<file path="src/rtl/pipe_ctrl_pkg.sv">
// Shared constants and types for the pipeline controller.
package pipe_ctrl_pkg;

    localparam int unsigned STALL_W    = 6;
    localparam int unsigned REG_ADDR_W = 5;
    localparam int unsigned PC_W       = 32;
    localparam int unsigned FCNT_W     = 3;

    // Bit positions inside the stall vector
    localparam int unsigned STALL_BIT_PC  = 0;
    localparam int unsigned STALL_BIT_IF  = 1;
    localparam int unsigned STALL_BIT_ID  = 2;
    localparam int unsigned STALL_BIT_EX  = 3;
    localparam int unsigned STALL_BIT_MEM = 4;
    localparam int unsigned STALL_BIT_WB  = 5;

    // A stalled stage also holds every stage in front of it
    localparam logic [STALL_W-1:0] STALL_NONE = 6'b000000;
    localparam logic [STALL_W-1:0] STALL_ID   = 6'b000111;
    localparam logic [STALL_W-1:0] STALL_EX   = 6'b001111;
    localparam logic [STALL_W-1:0] STALL_MEM  = 6'b011111;

    typedef enum logic [1:0] {
        ST_RUN      = 2'd0,
        ST_WAIT_MEM = 2'd1,
        ST_FLUSH    = 2'd2
    } state_e;

endpackage

</file>
<file path="src/rtl/pipe_ctrl_if.sv">
// Stall/flush bundle between the pipeline controller and the core datapath.
interface pipe_ctrl_if
    import pipe_ctrl_pkg::*;
#(
    parameter int unsigned CNT_W = 32
);
    logic                  stallreq_id_i;
    logic                  stallreq_ex_i;
    logic                  stallreq_mem_i;
    logic                  ex_is_load_i;
    logic [REG_ADDR_W-1:0] ex_wd_i;
    logic                  id_reg1_read_i;
    logic [REG_ADDR_W-1:0] id_reg1_addr_i;
    logic                  id_reg2_read_i;
    logic [REG_ADDR_W-1:0] id_reg2_addr_i;
    logic                  flush_req_i;
    logic [PC_W-1:0]       flush_pc_i;
    logic [STALL_W-1:0]    stall_o;
    logic                  flush_o;
    logic                  flush_ack_o;
    logic [PC_W-1:0]       new_pc_o;
    logic [CNT_W-1:0]      stall_cycles_o;
    logic [CNT_W-1:0]      flush_count_o;
    logic                  stall_timeout_o;

    // Controller side
    modport master (
        input  stallreq_id_i, stallreq_ex_i, stallreq_mem_i,
        input  ex_is_load_i, ex_wd_i,
        input  id_reg1_read_i, id_reg1_addr_i, id_reg2_read_i, id_reg2_addr_i,
        input  flush_req_i, flush_pc_i,
        output stall_o, flush_o, flush_ack_o, new_pc_o,
        output stall_cycles_o, flush_count_o, stall_timeout_o
    );

    // Datapath side
    modport slave (
        output stallreq_id_i, stallreq_ex_i, stallreq_mem_i,
        output ex_is_load_i, ex_wd_i,
        output id_reg1_read_i, id_reg1_addr_i, id_reg2_read_i, id_reg2_addr_i,
        output flush_req_i, flush_pc_i,
        input  stall_o, flush_o, flush_ack_o, new_pc_o,
        input  stall_cycles_o, flush_count_o, stall_timeout_o
    );
endinterface

</file>
<file path="src/rtl/pipe_ctrl_sat_counter.sv">
// Up counter that sticks at all-ones.
module sat_counter #(
    parameter int unsigned CNT_W = 32
) (
    input  logic             clk,
    input  logic             rst,
    input  logic             inc,
    output logic [CNT_W-1:0] count
);

    // Increment unless already saturated
    always_ff @(posedge clk or negedge rst) begin
        if (!rst) begin
            count <= '0;
        end else if (inc && (count != '1)) begin
            count <= count + CNT_W'(1);
        end
    end

endmodule

</file>
<file path="src/rtl/pipe_ctrl.sv">
// Pipeline controller: stall merging, load-use detection, flush sequencing,
// statistics and stall watchdog.
module pipe_ctrl
    import pipe_ctrl_pkg::*;
#(
    parameter int unsigned FLUSH_CYCLES = 1,
    parameter int unsigned WDOG_LIMIT   = 1024,
    parameter int unsigned CNT_W        = 32
) (
    input  logic            clk,
    input  logic            rst,
    pipe_ctrl_if.master     bus
);

    localparam int unsigned WDOG_W = $clog2(WDOG_LIMIT + 1);

    state_e              state;
    state_e              state_nxt;
    logic                hazard_c;
    logic                accept_c;
    logic                stalled_c;
    logic [STALL_W-1:0]  stall_c;
    logic [FCNT_W-1:0]   fcnt;
    logic                flush_q;
    logic                ack_q;
    logic [PC_W-1:0]     pc_q;
    logic [WDOG_W-1:0]   wdog;
    logic                timeout_q;

    // Load-use: ID needs a register the load in EX has not produced yet
    always_comb begin
        hazard_c = bus.ex_is_load_i && (bus.ex_wd_i != '0) &&
                   ((bus.id_reg1_read_i && (bus.id_reg1_addr_i == bus.ex_wd_i)) ||
                    (bus.id_reg2_read_i && (bus.id_reg2_addr_i == bus.ex_wd_i)));
    end

    // Next state, stall priority and flush acceptance
    always_comb begin
        state_nxt = state;
        accept_c  = 1'b0;
        stall_c   = STALL_NONE;

        if (state != ST_FLUSH) begin
            if (bus.stallreq_mem_i)                  stall_c = STALL_MEM;
            else if (bus.stallreq_ex_i)              stall_c = STALL_EX;
            else if (bus.stallreq_id_i || hazard_c)  stall_c = STALL_ID;
        end

        case (state)
            ST_RUN: begin
                if (bus.flush_req_i) begin
                    if (bus.stallreq_mem_i) begin
                        state_nxt = ST_WAIT_MEM;
                    end else begin
                        state_nxt = ST_FLUSH;
                        accept_c  = 1'b1;
                    end
                end
            end
            ST_WAIT_MEM: begin
                if (!bus.stallreq_mem_i) begin
                    state_nxt = ST_FLUSH;
                    accept_c  = 1'b1;
                end
            end
            ST_FLUSH: begin
                if (fcnt == '0) state_nxt = ST_RUN;
            end
            default: state_nxt = ST_RUN;
        endcase
    end

    assign stalled_c = (stall_c != STALL_NONE);

    // State register
    always_ff @(posedge clk or negedge rst) begin
        if (!rst) state <= ST_RUN;
        else      state <= state_nxt;
    end

    // Flush outputs, target latch and flush-length down counter
    always_ff @(posedge clk or negedge rst) begin
        if (!rst) begin
            flush_q <= 1'b0;
            ack_q   <= 1'b0;
            pc_q    <= '0;
            fcnt    <= '0;
        end else begin
            flush_q <= (state_nxt == ST_FLUSH);
            ack_q   <= accept_c;
            if (accept_c) begin
                pc_q <= bus.flush_pc_i;
                fcnt <= FCNT_W'(FLUSH_CYCLES - 1);
            end else if ((state == ST_FLUSH) && (fcnt != '0)) begin
                fcnt <= fcnt - FCNT_W'(1);
            end
        end
    end

    // Watchdog: length of the current uninterrupted stall, sticky timeout
    always_ff @(posedge clk or negedge rst) begin
        if (!rst) begin
            wdog      <= '0;
            timeout_q <= 1'b0;
        end else if (stalled_c) begin
            if (wdog != WDOG_W'(WDOG_LIMIT)) wdog <= wdog + WDOG_W'(1);
            if (wdog >= WDOG_W'(WDOG_LIMIT - 1)) timeout_q <= 1'b1;
        end else begin
            wdog <= '0;
        end
    end

    sat_counter #(.CNT_W(CNT_W)) u_stall_cnt (
        .clk   (clk),
        .rst   (rst),
        .inc   (stalled_c),
        .count (bus.stall_cycles_o)
    );

    sat_counter #(.CNT_W(CNT_W)) u_flush_cnt (
        .clk   (clk),
        .rst   (rst),
        .inc   (accept_c),
        .count (bus.flush_count_o)
    );

    assign bus.stall_o         = stall_c;
    assign bus.flush_o         = flush_q;
    assign bus.flush_ack_o     = ack_q;
    assign bus.new_pc_o        = pc_q;
    assign bus.stall_timeout_o = timeout_q;

endmodule

</file>
<file path="src/flat_wrapper.sv">
// flat-port wrapper written by rule: the top's interface ports become plain ports
module pipe_ctrl_flat import pipe_ctrl_pkg::*;
#(
    parameter int unsigned FLUSH_CYCLES = 1,
    parameter int unsigned WDOG_LIMIT   = 1024,
    parameter int unsigned CNT_W        = 32
)
  (clk, rst, bus_stallreq_id_i, bus_stallreq_ex_i, bus_stallreq_mem_i, bus_ex_is_load_i, bus_ex_wd_i, bus_id_reg1_read_i, bus_id_reg1_addr_i, bus_id_reg2_read_i, bus_id_reg2_addr_i, bus_flush_req_i, bus_flush_pc_i, bus_stall_o, bus_flush_o, bus_flush_ack_o, bus_new_pc_o, bus_stall_cycles_o, bus_flush_count_o, bus_stall_timeout_o);
  pipe_ctrl_if #(.CNT_W(CNT_W)) bus_i ();
  input  logic clk;
  input  logic rst;
  input wire logic [$bits(bus_i.stallreq_id_i)-1:0] bus_stallreq_id_i;
  input wire logic [$bits(bus_i.stallreq_ex_i)-1:0] bus_stallreq_ex_i;
  input wire logic [$bits(bus_i.stallreq_mem_i)-1:0] bus_stallreq_mem_i;
  input wire logic [$bits(bus_i.ex_is_load_i)-1:0] bus_ex_is_load_i;
  input wire logic [$bits(bus_i.ex_wd_i)-1:0] bus_ex_wd_i;
  input wire logic [$bits(bus_i.id_reg1_read_i)-1:0] bus_id_reg1_read_i;
  input wire logic [$bits(bus_i.id_reg1_addr_i)-1:0] bus_id_reg1_addr_i;
  input wire logic [$bits(bus_i.id_reg2_read_i)-1:0] bus_id_reg2_read_i;
  input wire logic [$bits(bus_i.id_reg2_addr_i)-1:0] bus_id_reg2_addr_i;
  input wire logic [$bits(bus_i.flush_req_i)-1:0] bus_flush_req_i;
  input wire logic [$bits(bus_i.flush_pc_i)-1:0] bus_flush_pc_i;
  output wire logic [$bits(bus_i.stall_o)-1:0] bus_stall_o;
  output wire logic [$bits(bus_i.flush_o)-1:0] bus_flush_o;
  output wire logic [$bits(bus_i.flush_ack_o)-1:0] bus_flush_ack_o;
  output wire logic [$bits(bus_i.new_pc_o)-1:0] bus_new_pc_o;
  output wire logic [$bits(bus_i.stall_cycles_o)-1:0] bus_stall_cycles_o;
  output wire logic [$bits(bus_i.flush_count_o)-1:0] bus_flush_count_o;
  output wire logic [$bits(bus_i.stall_timeout_o)-1:0] bus_stall_timeout_o;
  assign bus_i.stallreq_id_i = bus_stallreq_id_i;
  assign bus_i.stallreq_ex_i = bus_stallreq_ex_i;
  assign bus_i.stallreq_mem_i = bus_stallreq_mem_i;
  assign bus_i.ex_is_load_i = bus_ex_is_load_i;
  assign bus_i.ex_wd_i = bus_ex_wd_i;
  assign bus_i.id_reg1_read_i = bus_id_reg1_read_i;
  assign bus_i.id_reg1_addr_i = bus_id_reg1_addr_i;
  assign bus_i.id_reg2_read_i = bus_id_reg2_read_i;
  assign bus_i.id_reg2_addr_i = bus_id_reg2_addr_i;
  assign bus_i.flush_req_i = bus_flush_req_i;
  assign bus_i.flush_pc_i = bus_flush_pc_i;
  assign bus_stall_o = bus_i.stall_o;
  assign bus_flush_o = bus_i.flush_o;
  assign bus_flush_ack_o = bus_i.flush_ack_o;
  assign bus_new_pc_o = bus_i.new_pc_o;
  assign bus_stall_cycles_o = bus_i.stall_cycles_o;
  assign bus_flush_count_o = bus_i.flush_count_o;
  assign bus_stall_timeout_o = bus_i.stall_timeout_o;
  pipe_ctrl #(.FLUSH_CYCLES(FLUSH_CYCLES), .WDOG_LIMIT(WDOG_LIMIT), .CNT_W(CNT_W)) u_core (.clk(clk), .rst(rst), .bus(bus_i));
endmodule
</file>
<file path="config.mk">
export PLATFORM = sky130hd
export DESIGN_NAME = pipe_ctrl_flat
export DESIGN_NICKNAME = d
export VERILOG_FILES = /design/src/rtl/pipe_ctrl_pkg.sv /design/src/rtl/pipe_ctrl_if.sv /design/src/rtl/pipe_ctrl_sat_counter.sv /design/src/rtl/pipe_ctrl.sv /design/src/flat_wrapper.sv
export SDC_FILE = /design/constraint.sdc
export NUM_CORES = 1
export LEC_CHECK = 0
export CORE_UTILIZATION = 34
export DETAILED_ROUTE_END_ITERATION = 12
export GPL_TIMING_DRIVEN = 0
export HOLD_SLACK_MARGIN = 0.1
export SYNTH_ARGS = -nofsm -noshare
export SYNTH_HDL_FRONTEND = slang
export SYNTH_SLANG_ARGS = --single-unit
</file>
<file path="constraint.sdc">
create_clock -name clk -period 2.9 [get_ports clk]
set_input_delay 0.29 -clock clk [delete_from_list [all_inputs] [get_ports clk]]
set_output_delay 0.29 -clock clk [all_outputs]
set_load 0.02 [all_outputs]
</file>
==> flow_summary.toml, run 1 <==
[critical_path]
worst-r2r-cell-count = 7
worst-path-max-fanout = 4
worstSetupEndpointType = "output pin"
worstReg2RegEnd = "u_core.u_stall_cnt.count[31]$_DFFE_PN0P_"
timing_worst_setup_path_type = "in -> out"
worstSetupStartpointType = "input pin"
launch_point_of_the_worst_path = "bus_ex_wd_i[0]"
worstPathRequired_ns = 2.61
r2r_setup_slack_ns = 0.73
arrival_ns = 2.45
worst_r2r_startpoint = "u_core.u_stall_cnt.count[0]$_DFFE_PN0P_"
timing.critical_path.to = "bus_stall_o[0]"

[die]
placement_rows = 45
io_pins = 161
die-area_sq_um = 16300
initial_core_utilization = 0.351
die_height_um = 128
floorplan.core_area_sq_um = 15300
die_w_um = 128

[timing]
worst_slack_ns = 0.158
hold_slack_ns = 0.199
final.period_utilization = 0.946
grt_setup_unrepaired = "no"
slew-limit-headroom = 0.600
clock.fmax_mhz = 365
timing.clock.skew_ns = 0.00759
hold_viol = 0
slew_violations = 0
final_period_minus_worst_setup_slack_ns = 2.74
finalSetupViolations = 0
max_slew.worst_pin.slew_ns = 0.598

[synthesis]
postSynthNetCount = 537
synthMostInstantiatedCell = "sky130_fd_sc_hd__dfrtp_1"
dominantRegCellSynth = "sky130_fd_sc_hd__dfrtp_1"
synth_sequential_area_ratio = 0.536
synth.top_cell.area_share = 0.536
ys_ff_latch = 115
synth.area.top_cells = "sky130_fd_sc_hd__dfrtp_1, sky130_fd_sc_hd__mux2_2, sky130_fd_sc_hd__xor2_1"
synthesis.yosys.warnings = 0
synthDistinctLibCells = 45
netlist_area_sq_um = 5370
synth_cells = 475
synthesis.area_per_instance_sq_um = 11.3
synth_async_sr_flop_share = 1.00
netlist_top_cells_count = "sky130_fd_sc_hd__dfrtp_1, sky130_fd_sc_hd__nor2_1, sky130_fd_sc_hd__xor2_1"
synth_top_area_cell = "sky130_fd_sc_hd__dfrtp_1"
synth_enable_flop_cells = 0

[grt]
grt_pass1_wl_mm = 20.8
grt_start_max_net_pins = 60
grt_antenna_before_repair = 0
grt_pass1_vias = 4070
groute.usage.overall = 0.164
total_global_routing_overflow = 0

[drt]
wirelength_met1_mm = 5.50
dr.first_iter.drc_count = 155
drtAntennaViolNets = 0
drcViolationCount = 0
route.detailed.vias_per_inst = 4.64
drt-pass1-iter-count = 4
dr.max_layer_used = "met4"
routed-wl-met2_mm = 6.26
wirelength_mm = 12.6
wl_met3_um = 736
post_drt_wl_per_cell_um = 14.4
routed-via-count = 4075

[clock_network]
worst_setup_hold_path_clk_slew_ns = 0.05
insertion_delay_of_the_later_clocked_pin_in_the_worst_skew_pair_ns = 0.41
cts_max_level = 4
cts.root.buffer_cell = "sky130_fd_sc_hd__clkbuf_16"
cts.sinks = 115
numCtsBuffers = 17
clockBufferDepth = 2
cts_tree = "yes"

[run_status]
run_status = "completed"

[flow_run]
maxCapViolations = 0

[power_and_ir_drop]
power.density_nw_per_um2 = 840
vdd.ir_drop.worst_mv = 0.636
power.total_mw = 6.63
standby_leakage_power_nw = 3.48

[placed_design]
placed_cells_incl_taps = 845
pre_cts_slack_ns = -0.487
routabilityCongestion = 0.800
dp_hpwl_mm = 9.19
io_buffers = 158

[finish]
instances_no_fill = 878
syn2layout_area_growth_pct = 47.1
sequential_standard_cell_area_sq_um = 2880
fillerInstances = 1409
layout-drive-gt1-share = 0.150
final_util = 0.516
layout.nets = 716
area_occupied_by_multi_input_gates_sq_um = 2340
diodes = 0

[min_path]
worst_hold_path_type = "in -> reg"
cells_on_worst_hold_path = 3
==> flip-flops by register name, indices dropped and copies added, names as in the netlist <==
name and count:
u_core.u_flush_cnt.count 32, u_core.bus.flush_ack_o 1, u_core.bus.flush_o 1, u_core.bus.stall_timeout_o 1, u_core.wdog 11, u_core.bus.new_pc_o 32, u_core.fcnt 3, u_core.state 2
u_core.u_stall_cnt.count 32
==> worst max-delay path, stage by stage <==
cell                              delay [ns]
sky130_fd_sc_hd__clkdlybuf4s50_1        0.47
sky130_fd_sc_hd__or4_1                  0.57
sky130_fd_sc_hd__o21ai_2                0.24
sky130_fd_sc_hd__a21oi_2                0.14
sky130_fd_sc_hd__nand2_4                0.14
sky130_fd_sc_hd__inv_1                  0.07
sky130_fd_sc_hd__clkdlybuf4s50_1        0.53
==> stage by stage <==
step / instance area, sq um / TNS (ns)
2_1_floorplan: 5370 / 0
3_3_place_gp: 7220 / -334.08
3_5_place_dp: 7240 / -1.33
4_1_cts: 7890 / 0
5_1_grt: 7900 / 0
6_report: 7900 / 0
==> cell type report <==
cell class,instances,share of cell area
clock buffer,23,0.0630
timing repair buffer,161,0.207
buffer,11,0.00919
multi-input combinational,324,0.296
clock inverter,9,0.0158
tap,211,0.0334
inverter,24,0.0114
sequential,115,0.364
==> timing repair <==
item	4_1_cts	5_1_grt
gates resized for setup	4	3
setup buffers	1	0
hold buffers	1	0
setup endpoints to repair	3	3
hold endpoints to repair	56	0
pin swaps	1	1
==> worst min-delay path by stage <==
stage / from / slack (ns) / to
2_1_floorplan: rst / -0.006 / u_core.bus.flush_ack_o$_DFF_PN0_
4_1_cts: bus_stallreq_mem_i / 0.18 / u_core.state[0]$_DFF_PN0_
3_3_place_gp: u_core.bus.stall_timeout_o$_DFFE_PN0P_ / 0.47 / u_core.bus.stall_timeout_o$_DFFE_PN0P_
6_report: bus_stallreq_mem_i / 0.20 / u_core.state[0]$_DFF_PN0_
3_5_place_dp: rst / 0.31 / u_core.bus.new_pc_o[21]$_DFFE_PN0P_
5_1_grt: bus_stallreq_mem_i / 0.20 / u_core.state[0]$_DFF_PN0_
==> placed cells by master, fill, tap and decap left out, drive strengths merged, types with 2 or more instances in the layout <==
master	count
a21oi	4
a31oi	2
and2	3
and3	7
and4	4
buf	13
bufinv	3
clkbuf	24
clkdlybuf4s50	155
clkinv	4
clkinvlp	2
dfrtp	115
dlymetal6s2s	2
ha	6
inv	24
mux2	35
nand2	32
nand3	23
nand4	19
nor2	56
nor3	20
nor4	10
nor4bb	2
o21ai	5
o21bai	2
or2	2
or4	2
xnor2	39
xor2	43
==> where the power goes <==
group / switching [mW] / internal (mW)
sequential: 0.287 / 1.99
combinational: 1.09 / 1.11
clock: 0.703 / 1.46
total: 2.08 / 4.56
==> per-layer routing <==
layer	vias up	track usage
li1	1976	-
met1	1988	0.200
met2	103	0.274
met3	8	0.0530
met4	0	0.0554
met5	-	0
==> kinds of logic after synthesis <==
kind of cell	Yosys count	share of synthesized area
buffers and inverters	36	0.0312
XOR/XNOR	82	0.134
AND/OR/NAND/NOR	183	0.185
multiplexers	35	0.0741
adder cells (fa/ha/maj)	6	0.0140
other	1	0.000698
AO/OA/AOI/OAI	17	0.0249
flip-flops	115	0.536
(Power assumes the default switching activity.)
==> run 2, diff against run 1 <==
--- a/config.mk
+++ b/config.mk
@@ -6,6 +6,7 @@
 export NUM_CORES = 1
 export LEC_CHECK = 0
 export CORE_UTILIZATION = 34
+export CTS_BUF_LIST = sky130_fd_sc_hd__clkbuf_16
 export DETAILED_ROUTE_END_ITERATION = 12
 export GPL_TIMING_DRIVEN = 0
 export HOLD_SLACK_MARGIN = 0.1
==> constraint.sdc (replaced) <==
create_clock -name clk -period 2.9 [get_ports clk]
set_input_delay 0.29 -clock clk [delete_from_list [all_inputs] [get_ports clk]]
set_output_delay 0.29 -clock clk [all_outputs]
set_load 0.01 [all_outputs]
==> run 2 against run 1 <==
Effect of this change: first-iteration DRC count shrank 2.6%; flip-flop and latch count stayed put; fmax decreased by 1.1%; global-route usage hardly changed; critical path depth increased by 1; via count fell by 0.32%; non-clock buffer count unchanged; worst hold slack improved by 0.0038 ns; sequential power about the same; clock power shrank 6%; critical path type unchanged; largest cell class unchanged; largest power group unchanged; highest routed layer unchanged.
==> flow_summary.toml, run 2 (same netlist as run 1, synthesis figures left out) <==
[grt]
grt_pass1_vias = 4064
groute.usage.overall = 0.164
total_global_routing_overflow = 0
grt_pass1_wl_mm = 20.7
met2_usage = 0.274
grt_util_met3 = 0.0530
grt_start_max_net_pins = 60
global_route.peak_usage_layer = "met2"
grt_antenna_before_repair = 0
gr-usage-met1 = 0.200

[min_path]
worst_hold_path_type = "in -> reg"
min-delay-start = "bus_stallreq_mem_i"
holdPathEnd = "u_core.state[0]$_DFF_PN0_"
cells_on_worst_hold_path = 3

[die]
initial_core_utilization = 0.351
floorplan.core_area_sq_um = 15300
die_height_um = 128
die-area_sq_um = 16300
placement_rows = 45
die_w_um = 128
io_pins = 161

[drt]
routed-via-count = 4062
wirelength_mm = 12.6
drt-pass1-iter-count = 4
post_drt_wl_per_cell_um = 14.4
dr.first_iter.drc_count = 151
drcViolationCount = 0
drtAntennaViolNets = 0
route.detailed.vias_per_inst = 4.63

[critical_path]
crit_top_cell = "sky130_fd_sc_hd__clkdlybuf4s50_1"
worstSetupStartpointType = "input pin"
critical-path-slowest-cell = "sky130_fd_sc_hd__or4_1"
timing_worst_setup_path_type = "in -> out"
arrival_ns = 2.48
r2r_setup_slack_ns = 0.73
worstSetupEndpointType = "output pin"
critical_path_cell_list = "clkdlybuf4s50_1 -> or4_1 -> o21ai_2 -> a21oi_2 -> nand2_4 -> inv_1 -> buf_4 -> clkdlybuf4s50_1"
crit_path_max_incr_delay_ns = 0.57
worstPathRequired_ns = 2.61
worst_r2r_startpoint = "u_core.u_stall_cnt.count[0]$_DFFE_PN0P_"
worst-r2r-cell-count = 7
cp_num_buf_inv = 4
crit_family = "buffers and inverters"
worstReg2RegEnd = "u_core.u_stall_cnt.count[31]$_DFFE_PN0P_"
worst-path-max-fanout = 4

[finish]
layout.nets = 716
diodes = 0
most-common-layout-cells = "sky130_fd_sc_hd__clkdlybuf4s50_1, sky130_fd_sc_hd__dfrtp_1, sky130_fd_sc_hd__nor2_1"
final_util = 0.512
syn2layout_area_growth_pct = 46.1
layout-drive-gt1-share = 0.142
finalInstanceArea_sq_um = 7850
fillerInstances = 1420
area_occupied_by_multi_input_gates_sq_um = 2340
final_common_cell = "sky130_fd_sc_hd__clkdlybuf4s50_1"
sequential_standard_cell_area_sq_um = 2880

[clock_network]
insertion_delay_of_the_later_clocked_pin_in_the_worst_skew_pair_ns = 0.40
cts_tree = "yes"
clockBufferDepth = 2
numCtsBuffers = 17
cts.sinks = 115
cts_max_level = 4
worst_setup_hold_path_clk_slew_ns = 0.05
cts.root.buffer_cell = "sky130_fd_sc_hd__clkbuf_16"

[power_and_ir_drop]
internal-power_mw = 4.42
power.total_mw = 6.22
pwr-share-seq = 0.366
standby_leakage_power_nw = 3.44
swShare = 0.288
comb_power_share = 0.310
power.density_nw_per_um2 = 792
switchingPower_mw = 1.79
vdd.ir_drop.worst_mv = 0.571
clockPowerShare = 0.324

[flow_run]
maxCapViolations = 0

[timing]
finalSetupViolations = 0
slew_violations = 0
final_period_minus_worst_setup_slack_ns = 2.77
max_slew.worst_pin.slew_ns = 0.599
final.period_utilization = 0.956
slew-limit-headroom = 0.600
timing.clock.skew_ns = 0.00857
worst_slack_ns = 0.128
clock.fmax_mhz = 361
hold_slack_ns = 0.203
grt_setup_unrepaired = "no"
hold_viol = 0

[placed_design]
io_buffers = 158
placed_area_sq_um = 7240
routabilityCongestion = 0.800
dp_hpwl_mm = 9.19
pre_cts_slack_ns = -0.428

[run_status]
run_status = "completed"
## run 2: area by class of cell
cell class / count / share of cell area
Buffer: 11 / 0.00925
Clock buffer: 17 / 0.0542
Clock inverter: 15 / 0.0188
Inverter: 24 / 0.0115
Multi-Input combinational cell: 324 / 0.298
Sequential cell: 115 / 0.367
Tap cell: 211 / 0.0337
Timing Repair Buffer: 161 / 0.207
## run 2: routing by layer
| layer | share of wire | vias to the layer above |
|---|---|---|
| li1 | - | 1972 |
| met1 | 0.44 | 1984 |
| met2 | 0.50 | 97 |
| met3 | 0.057 | 9 |
| met4 | 0.0092 | 0 |
| met5 | 0 | - |
## run 2: timing repair
action                     CTS  global route
pin swaps                    1             0
resized for setup            3             2
setup buffers                1             0
cloned                       0             0
hold buffers                 1             0
setup endpoints to repair    3             3
hold endpoints to repair    56             0
## run 2: per-stage QoR
step / setup TNS [ns] / cells
after CTS: 0 / 878
after global routing: 0 / 878
after global placement: -333.90 / 844
final: 0 / 878
after floorplan: 0 / 475
after detailed placement: -1.15 / 845
## run 2: worst max path at each step
stage	start	endpoint	slack [ns]	cells after the start
3_5_place_dp	bus_ex_wd_i[0]	bus_stall_o[2]	-0.43	9
2_1_floorplan	u_core.u_stall_cnt.count[0]$_DFFE_PN0P_	u_core.u_stall_cnt.count[31]$_DFFE_PN0P_	0.88	7
4_1_cts	bus_ex_wd_i[0]	bus_stall_o[2]	0.04	8
6_report	bus_ex_wd_i[0]	bus_stall_o[2]	0.13	8
3_3_place_gp	rst	u_core.u_stall_cnt.count[16]$_DFFE_PN0P_	-2.90	1
5_1_grt	bus_ex_wd_i[0]	bus_stall_o[2]	0.02	8
## run 2: worst register-to-register path, stage by stage (launching register included)
cell and delay, ns:
sky130_fd_sc_hd__dfrtp_1 0.42, sky130_fd_sc_hd__ha_1 0.24, sky130_fd_sc_hd__and3_1 0.21, sky130_fd_sc_hd__and4_1 0.21, sky130_fd_sc_hd__nand4_1 0.14, sky130_fd_sc_hd__nand3_2 0.16, sky130_fd_sc_hd__or4_1 0.53, sky130_fd_sc_hd__xnor2_1 0.14
## run 2: power groups by stage
| stage | registers, mW | logic [mW] | clock network, mW |
|---|---|---|---|
| after floorplan | 2.41 | 0.750 | 0 |
| after global placement | 2.28 | 1.89 | 0 |
| after detailed placement | 2.30 | 1.93 | 0 |
| after CTS | 2.28 | 1.95 | 2.07 |
| after global routing | 2.34 | 2.08 | 2.15 |
| final | 2.28 | 1.92 | 2.02 |
==> run 3, diff against run 2 <==
--- a/config.mk
+++ b/config.mk
@@ -8,8 +8,10 @@
 export CORE_UTILIZATION = 34
 export CTS_BUF_LIST = sky130_fd_sc_hd__clkbuf_16
 export DETAILED_ROUTE_END_ITERATION = 12
+export DONT_BUFFER_PORTS = 1
 export GPL_TIMING_DRIVEN = 0
 export HOLD_SLACK_MARGIN = 0.1
+export SLEW_MARGIN = 20
 export SYNTH_ARGS = -nofsm -noshare
 export SYNTH_HDL_FRONTEND = slang
 export SYNTH_SLANG_ARGS = --single-unit
==> run 3 against run 2 <==
Effect of this change: the run now ends with hold timing left; combinational power is 51% lower; final cell count is 15% lower; core utilization is 8.6 points lower; fmax is 12% higher; global-route usage is 1.1 points lower; setup slack better by 0.29 ns; clock-buffer cell count stayed put; via count is 10% lower; critical path depth is 1 lower; clock skew is 0.0017 ns higher; worst hold slack worse by 0.63 ns; flip-flop and latch count stayed put; critical path type unchanged; critical endpoint is now bus_stall_o[1].
==> flow_summary.toml, run 3 (same netlist as run 1, synthesis figures left out) <==
[grt]
grt_antenna_before_repair = 0
grt_pass1_wl_mm = 18.9
groute.usage.overall = 0.153
grt_pass1_vias = 3789
grt_start_max_net_pins = 116
total_global_routing_overflow = 0

[placed_design]
placed_cells_incl_taps = 686
routabilityCongestion = 0.813
io_buffers = 0
dp_hpwl_mm = 8.15

[drt]
drcViolationCount = 0
wirelength_mm = 11.9
route.detailed.vias_per_inst = 4.85
drt-pass1-iter-count = 4
routed-via-count = 3641
dr.first_iter.drc_count = 162
drtAntennaViolNets = 0
post_drt_wl_per_cell_um = 15.8

[timing]
hold_viol = 115
final.period_utilization = 0.855
grt_setup_unrepaired = "no"
max_slew.worst_pin.slew_ns = 0.594
slew_violations = 0
slew-limit-headroom = 0.603
clock.fmax_mhz = 403
final_period_minus_worst_setup_slack_ns = 2.48
hold_slack_ns = -0.425
finalSetupViolations = 0
timing.clock.skew_ns = 0.0102
finalSetupTns_ns = 0

[die]
die-area_sq_um = 16300
placement_rows = 45
io_pins = 161
die_w_um = 128
floorplan.core_area_sq_um = 15300
initial_core_utilization = 0.351
die_height_um = 128

[critical_path]
worstSetupStartpointType = "input pin"
r2r_setup_slack_ns = 0.66
timing_worst_setup_path_type = "in -> out"
worstPathRequired_ns = 2.61
worst-path-max-fanout = 10
worstSetupEndpointType = "output pin"
arrival_ns = 2.19

[clock_network]
cts.sinks = 115
post_cts_buffers = 0
cts_tree = "yes"
cts.root.buffer_cell = "sky130_fd_sc_hd__clkbuf_16"
cts_max_level = 4
numCtsBuffers = 17
insertion_delay_of_the_later_clocked_pin_in_the_worst_skew_pair_ns = 0.41
worst_setup_hold_path_clk_slew_ns = 0.05
cts_hold_buf = 32
clockBufferDepth = 2

[finish]
instances_no_fill = 750
diodes = 0
layout.nets = 588
sequential_standard_cell_area_sq_um = 2880
most-common-layout-cells = "sky130_fd_sc_hd__dfrtp_1, sky130_fd_sc_hd__nor2_1, sky130_fd_sc_hd__xor2_1"
layout-drive-gt1-share = 0.169
fillerInstances = 1461
syn2layout_area_growth_pct = 21.6
area_occupied_by_multi_input_gates_sq_um = 2320
final_common_cell = "sky130_fd_sc_hd__dfrtp_1"

[min_path]
worst_hold_path_type = "in -> async"

[power_and_ir_drop]
standby_leakage_power_nw = 2.96
power.density_nw_per_um2 = 840
vdd.ir_drop.worst_mv = 0.379

[run_status]
failed_checks = "hold timing"
run_status = "finished, violations left"

[flow_run]
maxCapViolations = 0
## run 3: where the power goes
| part | leakage [nW] | total [mW] | switching (mW) | internal (mW) |
|---|---|---|---|---|
| Sequential | 1.44 | 2.51 | 0.524 | 1.99 |
| Combinational | 1.23 | 0.939 | 0.455 | 0.485 |
| Clock | 0.287 | 2.03 | 0.711 | 1.32 |
| Total | 2.96 | 5.48 | 1.69 | 3.79 |
## run 3: metal layers
metal  up-vias  share of wire  global-route usage
li1       1718              -                   -
met3        24          0.050              0.0543
met1      1789           0.42               0.175
met4         0          0.028              0.0747
met5         -              0                   0
met2       110           0.50               0.255
## run 3: final cells by class
| class | instances | area share |
|---|---|---|
| inverter | 24 | 0.0138 |
| clock inverter | 15 | 0.0228 |
| multi-input combinational | 324 | 0.356 |
| clock buffer | 17 | 0.0652 |
| timing repair buffer | 32 | 0.0491 |
| tap | 211 | 0.0404 |
| sequential | 115 | 0.441 |
| buffer | 12 | 0.0119 |
## run 3: stage by stage
stage | total power, mW | hold WS (ns) | instance area [sq um] | utilization | worst slack [ns]
4_1_cts | 5.53 | -0.448 | 6530 | 0.426 | 0.433
6_report | 5.48 | -0.425 | 6530 | 0.426 | 0.421
5_1_grt | 5.77 | -0.453 | 6530 | 0.426 | 0.307
2_1_floorplan | 3.16 | -0.00559 | 5370 | - | 0.884
3_5_place_dp | 3.44 | -0.00337 | 5630 | 0.368 | 0.433
3_3_place_gp | 3.39 | -0.00314 | 5630 | 0.368 | 0.435
## run 3: path summary, 6_finish.rpt
check                                                         from                                       end  cells after the start
max                                                 bus_ex_wd_i[0]                            bus_stall_o[1]                      7
min                                                            rst       u_core.bus.new_pc_o[23]$_DFFE_PN0P_                      0
max reg2reg                u_core.u_stall_cnt.count[0]$_DFFE_PN0P_  u_core.u_stall_cnt.count[31]$_DFFE_PN0P_                      7
min reg2reg                             u_core.fcnt[1]$_DFFE_PN0P_                u_core.fcnt[1]$_DFFE_PN0P_                      2
max in group asynchronous                                      rst       u_core.bus.new_pc_o[15]$_DFFE_PN0P_                      0
min in group clk                                bus_stallreq_mem_i                 u_core.state[1]$_DFF_PN0_                      2
## run 3: timing repair
| item | 4_1_cts | 5_1_grt |
|---|---|---|
| gates resized for setup | 0 | 0 |
| endpoints found under the setup margin | 0 | 0 |
| endpoints found under the hold margin | 147 | 115 |
## run 3: worst max-delay path, cell delays in order
cell                      delay [ns]
sky130_fd_sc_hd__or4_1          0.52
sky130_fd_sc_hd__o21ai_0        0.33
sky130_fd_sc_hd__a21oi_1        0.21
sky130_fd_sc_hd__nand2_1        0.26
sky130_fd_sc_hd__buf_2          0.27
sky130_fd_sc_hd__inv_1          0.14
sky130_fd_sc_hd__buf_4          0.17
